**src/rtl/button_pkg.sv**
```systemverilog
// Shared edge-mode encodings, default timing constants and the edge-selection helper
// for the button conditioner.
package button_pkg;

  localparam int EDGE_RISE = 0;
  localparam int EDGE_FALL = 1;
  localparam int EDGE_BOTH = 2;

  localparam int DEF_N_CH            = 4;
  localparam int DEF_DEBOUNCE_CYCLES = 1000;
  localparam int DEF_REPEAT_DELAY    = 50000;
  localparam int DEF_REPEAT_PERIOD   = 10000;

  // True when a level change towards 'rising' should raise a pulse under 'mode'.
  function automatic logic edge_selected(input int mode, input logic rising);
    case (mode)
      EDGE_RISE: return rising;
      EDGE_FALL: return !rising;
      EDGE_BOTH: return 1'b1;
      default:   return 1'b0;
    endcase
  endfunction

endpackage

```
**src/rtl/button_channel.sv**
```systemverilog
// One button channel: 2-flop synchroniser, saturating debounce counter, edge pulse and,
// when BUTTON_REPEAT_EN is defined, a hold-to-repeat timer.
module button_channel
  import button_pkg::*;
#(
  parameter int DEBOUNCE_CYCLES = DEF_DEBOUNCE_CYCLES,
  parameter int EDGE_MODE       = EDGE_RISE
`ifdef BUTTON_REPEAT_EN
  ,
  parameter int REPEAT_DELAY    = DEF_REPEAT_DELAY,
  parameter int REPEAT_PERIOD   = DEF_REPEAT_PERIOD
`endif
) (
  input  logic clk,
  input  logic rst,
  input  logic button_in,
  output logic level_out,
  output logic pulse_out
);

  localparam int               CNT_W    = $clog2(DEBOUNCE_CYCLES);
  localparam logic [CNT_W-1:0] CNT_LAST = CNT_W'(DEBOUNCE_CYCLES - 1);

  logic             sync_p0;
  logic             sync_p1;
  logic [CNT_W-1:0] cnt;
  logic             differ;
  logic             accept;
  logic             edge_hit;

  // Stage p0/p1: synchroniser on the raw asynchronous level
  always_ff @(posedge clk or negedge rst) begin
    if (!rst) begin
      sync_p0 <= 1'b0;
      sync_p1 <= 1'b0;
    end else begin
      sync_p0 <= button_in;
      sync_p1 <= sync_p0;
    end
  end

  assign differ   = sync_p1 ^ level_out;
  assign accept   = differ && (cnt == CNT_LAST);
  assign edge_hit = accept && edge_selected(EDGE_MODE, sync_p1);

  // Debounce stage: any return to the accepted level restarts the count
  always_ff @(posedge clk or negedge rst) begin
    if (!rst) begin
      cnt       <= '0;
      level_out <= 1'b0;
    end else if (!differ || accept) begin
      cnt <= '0;
      if (accept) level_out <= sync_p1;
    end else begin
      cnt <= cnt + CNT_W'(1);
    end
  end

`ifdef BUTTON_REPEAT_EN
  localparam int REP_MAX = (REPEAT_DELAY > REPEAT_PERIOD) ? REPEAT_DELAY : REPEAT_PERIOD;
  localparam int REP_W   = (REP_MAX > 2) ? $clog2(REP_MAX) : 1;

  logic [REP_W-1:0] rep_cnt;
  logic             rep_hit;

  // An accepting edge (press or release) always wins over a repeat on the same cycle.
  assign rep_hit = level_out && !accept && (rep_cnt == '0);

  always_ff @(posedge clk or negedge rst) begin
    if (!rst) begin
      rep_cnt <= '0;
    end else if (accept) begin
      rep_cnt <= sync_p1 ? REP_W'(REPEAT_DELAY - 1) : '0;
    end else if (level_out) begin
      rep_cnt <= rep_hit ? REP_W'(REPEAT_PERIOD - 1) : rep_cnt - REP_W'(1);
    end
  end

  always_ff @(posedge clk or negedge rst) begin
    if (!rst) pulse_out <= 1'b0;
    else      pulse_out <= edge_hit || rep_hit;
  end
`else
  always_ff @(posedge clk or negedge rst) begin
    if (!rst) pulse_out <= 1'b0;
    else      pulse_out <= edge_hit;
  end
`endif

endmodule

```
**src/rtl/button_conditioner.sv**
```systemverilog
// N_CH independent debounced button channels with edge pulses.
// Define BUTTON_REPEAT_EN to add the hold-to-repeat pulse timer per channel.
module button_conditioner
  import button_pkg::*;
#(
  parameter int N_CH            = DEF_N_CH,
  parameter int DEBOUNCE_CYCLES = DEF_DEBOUNCE_CYCLES,
  parameter int EDGE_MODE       = EDGE_RISE,
  parameter int REPEAT_DELAY    = DEF_REPEAT_DELAY,
  parameter int REPEAT_PERIOD   = DEF_REPEAT_PERIOD
) (
  input  logic            clk,
  input  logic            rst,
  input  logic [N_CH-1:0] button_in,
  output logic [N_CH-1:0] level_out,
  output logic [N_CH-1:0] pulse_out
);

  // Out-of-range configurations elaborate this marker scope so they show up in the hierarchy.
  if (N_CH < 1 || N_CH > 32 || DEBOUNCE_CYCLES < 2 || EDGE_MODE < EDGE_RISE ||
      EDGE_MODE > EDGE_BOTH || REPEAT_DELAY < 1 || REPEAT_PERIOD < 1) begin : g_bad_config
  end

  for (genvar i = 0; i < N_CH; i++) begin : g_ch
    button_channel #(
      .DEBOUNCE_CYCLES(DEBOUNCE_CYCLES),
      .EDGE_MODE      (EDGE_MODE)
`ifdef BUTTON_REPEAT_EN
      ,
      .REPEAT_DELAY   (REPEAT_DELAY),
      .REPEAT_PERIOD  (REPEAT_PERIOD)
`endif
    ) u_ch (
      .clk      (clk),
      .rst      (rst),
      .button_in(button_in[i]),
      .level_out(level_out[i]),
      .pulse_out(pulse_out[i])
    );
  end

endmodule
```
**config.mk**
```make
export PLATFORM = sky130hd
export DESIGN_NAME = button_conditioner
export DESIGN_NICKNAME = d
export VERILOG_FILES = /design/src/rtl/button_pkg.sv /design/src/rtl/button_channel.sv /design/src/rtl/button_conditioner.sv
export SDC_FILE = /design/constraint.sdc
export NUM_CORES = 1
export LEC_CHECK = 0
export CAP_MARGIN = 20
export CORE_UTILIZATION = 44
export CTS_BUF_LIST = sky130_fd_sc_hd__clkbuf_4
export DETAILED_ROUTE_END_ITERATION = 7
export DONT_BUFFER_PORTS = 1
export GPL_TIMING_DRIVEN = 1
export PLACE_DENSITY = 0.68
export SLEW_MARGIN = 30
export SYNTH_ARGS = -nofsm -noshare
export SYNTH_HDL_FRONTEND = slang
export SYNTH_SLANG_ARGS = --single-unit
export TNS_END_PERCENT = 10
```
**constraint.sdc**
```tcl
create_clock -name clk -period 2.78 [get_ports clk]
set_input_delay 0.556 -clock clk [delete_from_list [all_inputs] [get_ports clk]]
set_output_delay 0.556 -clock clk [all_outputs]
set_load 0.01 [all_outputs]
```
==> impl_results.md <==
- Status: finished clean
- Final min period: 1744 ps
- Hold Fails Final Rpt: 0
- Longest Clk Path Bufs: 2
- Levels on crit path: 4
- Largest incremental delay on the critical path: between 400 and 500 ps
- Sequential Power Share: between 60 and 70%
- Initial Utilization: 46.26%
- Ys async rst share: between 90% and 100%
- RSZ-0062 raised after global routing: false
- Crit path cell chain: ha_1 -> nand2_1 -> nor4_1 -> mux2_2
- EDFF count, synth: 0
- Distinct cell type count after synthesis: 32
- Sw frac: about a quarter
- GRT overflow: 0
- Logic gate share of total power: under 10%
- Largest cells by area after synthesis: dfrtp_1 (54%), nor2_1 (8.2%), xnor2_1 (5.4%)
- Die Y: 78.56 um
- Dpl hpwl: 2755 um
- Warnings from Yosys: 0
- Die area: 6171 um^2
- Io pins: 14
- Worst path top cell family by delay: simple AND/OR/NAND/NOR gates
- Area Overhead vs Synth: 5.725%
- GR Util All Layers: between 10 and 15%
- Cell Area, Synth: about 2600 um^2
- Reg-to-Reg Start: g_ch[3].u_ch.cnt[0]
- Worst Tran Pin Value: ~670 ps
- Post-route cell area: between 2000 and 3000 um^2
- Total core area: 5574 um^2
- Setup violations, final: 0
- Post-DR vias/cell: 5.232
- Largest net degree at the start of global routing: 57
- FF+latch count, synth: 56
- Initial antenna violation count: 0
- Routed Antenna Nets: 0
- Arr. time, crit path: 2040 ps
- Slew HR: a little under three fifths
- Clk pwr share: 32.7%
- Via count: 1648
- Fin crit share: 62.74%
- Startpoint types: flop
- Hold Path Origin: button_in[0]
- Clock transition at path regs: roughly 160 ps
- Max Clk Rate: 573.3 MHz
- H-tree levels: 2
- Crit path launch: g_ch[3].u_ch.cnt[0]
- Cell taking the most area after synthesis: dfrtp_1
- Register-to-Register Path Depth: 4
- Nets: 252
- Row cnt: 27
- WL final: 4012 um
- Setup TNS: 0 ps
- Ys flop type: dfrtp_1
- Share of the synthesized area in the top cell type: 54.34%
- DRC: 0
- Slew Limit Fails: 0
- Register area share after synthesis: 54.34%
- Vias in the first global route: 1634
- Die width: 78.56 um
- Syn Nets: 251
- Root buffer cell: clkbuf_4
- Routed len/inst: 12.74 um
- Share of layout cells above drive strength 1: 11.93%
- CP Buf/Inv Count: 0
- Fillers: 524
- Pint: 1.049 mW
- Synth Area per Inst: 10.70 um^2
- First-pass GRT wire length: roughly 7300 um
- Quantity of I/O buffers inserted on ports: 0
- Worst skew pair latency: 380 ps
- Crit path required time: 3070 ps
- Setup CP Type: flop to flop
- Worst path slowest cell: nor4_1
- Placed cell areas: 2609 um^2
- CTS Sinks: 56
- CP Max Fanout: 5
- Max VDD drop: 0.0002824 V
- CTS tree: done
- Final Wtd Congestion: ~0.74
- HP Class: input pin to flop
- Leak pwr: 1.224 nW
- Initial DRT Pass Iterations: 4
- Number of buffers created by CTS: 5
- Cell Pwr Density: 501.6 nW/um^2
- Cells after Synth: between 200 and 250
- Most frequent cells after synthesis: dfrtp_1 (56), nor2_1 (56), nand3_1 (18)
- Clock Skew: between 8 and 9 ps
- Nature of the critical path endpoint: flop
- NetSw: 318.7 uW
- Hold Path Cell Cnt: 0
- DR iter-0 viols: 45
- Max-cap violations: 0
- # diodes: 0
[per-layer routing]
metal | global-route usage (%) | vias to the layer above | wire (um)
li1 | - | 831 | -
met1 | 19.12 | 790 | 1989
met2 | 24.17 | 19 | 1819
met3 | 3.721 | 8 | 129
met4 | 6.111 | 0 | 73
met5 | 0 | - | 0
[metrics by stage]
| step | setup WS, ps | utilization, % | power [mW] | hold WS [ps] | cells |
|---|---|---|---|---|---|
| floorplan | 1203 | - | 0.9043 | 260.4 | 241 |
| global route | 906.0 | 48.91 | 1.432 | 124.1 | 315 |
| CTS | 1030 | 48.91 | 1.392 | 154.1 | 315 |
| finish | 1036 | 48.91 | 1.367 | 178.6 | 315 |
| detailed placement | 1059 | 46.80 | 0.9167 | 261.6 | 305 |
| global placement | 1108 | 46.80 | 0.9150 | 261.6 | 305 |
[registers in the layout, summed over array words and instances (netlist names)]
register,flops
g_ch.u_ch.pulse_out,4
g_ch.u_ch.cnt,40
g_ch.u_ch.sync_p0,4
g_ch.u_ch.sync_p1,4
g_ch.u_ch.level_out,4
[power by group through the flow]
stage	clock, mW	combinational (mW)	sequential (mW)
2_1_floorplan	0	0.0380	0.866
3_3_place_gp	0	0.0449	0.870
3_5_place_dp	0	0.0458	0.871
4_1_cts	0.468	0.0681	0.856
5_1_grt	0.496	0.0768	0.859
6_report	0.447	0.0653	0.855
[worst register-to-register path: cells and delay by family, from the launching register on]
family        cells  cell delay, ps
simple gates      2             580
mux               1             390
fa+ha+maj         1             240
flops             1             440
[final timing paths]
| kind | to | slack (ps) |
|---|---|---|
| hold reg to reg | g_ch[3].u_ch.sync_p1 | 370 |
| setup / recovery | g_ch[3].u_ch.level_out | 1040 |
| hold / removal | g_ch[0].u_ch.sync_p0 | 180 |
| min in group asynchronous | g_ch[3].u_ch.cnt[7] | 650 |
| setup reg to reg | g_ch[3].u_ch.level_out | 1040 |
| max in group asynchronous | g_ch[1].u_ch.pulse_out | 1880 |
[repair_timing]
| item | 4_1_cts | 5_1_grt |
|---|---|---|
| hold buffers | 2 | 0 |
| endpoints found under the setup margin | 0 | 0 |
| setup buffers | 0 | 0 |
| hold endpoints to repair | 56 | 0 |
| gates resized for setup | 0 | 0 |
[area by class of cell]
type                            count  area [um^2]  area share (%)
Inverter                            6        22.52          0.8261
Sequential cell                    56         1401           51.40
Clock buffer                        5        37.54           1.377
Timing Repair Buffer                2        37.54           1.377
Multi-Input combinational cell    171         1095           40.16
Clock inverter                      3        42.54           1.560
Tap cell                           72        90.09           3.304
[layout by cell type, fill, tap and decap left out]
cell            n
a211o_1         1
a21o_1          2
a21o_2          1
a21oi_1         8
a311oi_1        1
a31o_2          6
a31oi_1         3
and3_1          4
and3b_1         1
buf_16          1
bufinv_16       1
clkbuf_4        5
clkinv_2        1
clkinvlp_4      1
dfrtp_1        56
dlygate4sd3_1   1
ha_1            4
inv_1           6
mux2_2          3
mux2_4          1
nand2_1         7
nand2_2         1
nand2b_1        2
nand3_1        18
nand3_2         2
nand4_1         1
nor2_1         56
nor3_1          1
nor3b_1         5
nor4_1          4
nor4b_4         3
o211a_1         3
o21ai_0         6
o221a_2         2
or2_2           1
xnor2_1        16
xor2_1          8
[logic make-up after synthesis]
logic type / after synthesis / share of synthesized area [%]
adders and majority gates: 4 / 1.941
AOI/OAI and AO/OA: 33 / 9.122
buffers and inverters: 14 / 3.202
DFF: 56 / 54.34
and+or+nand+nor: 106 / 21.35
xor gates and xnor gates: 24 / 8.151
muxes: 4 / 1.892
Note: power is estimated with default switching activity, not from simulation.
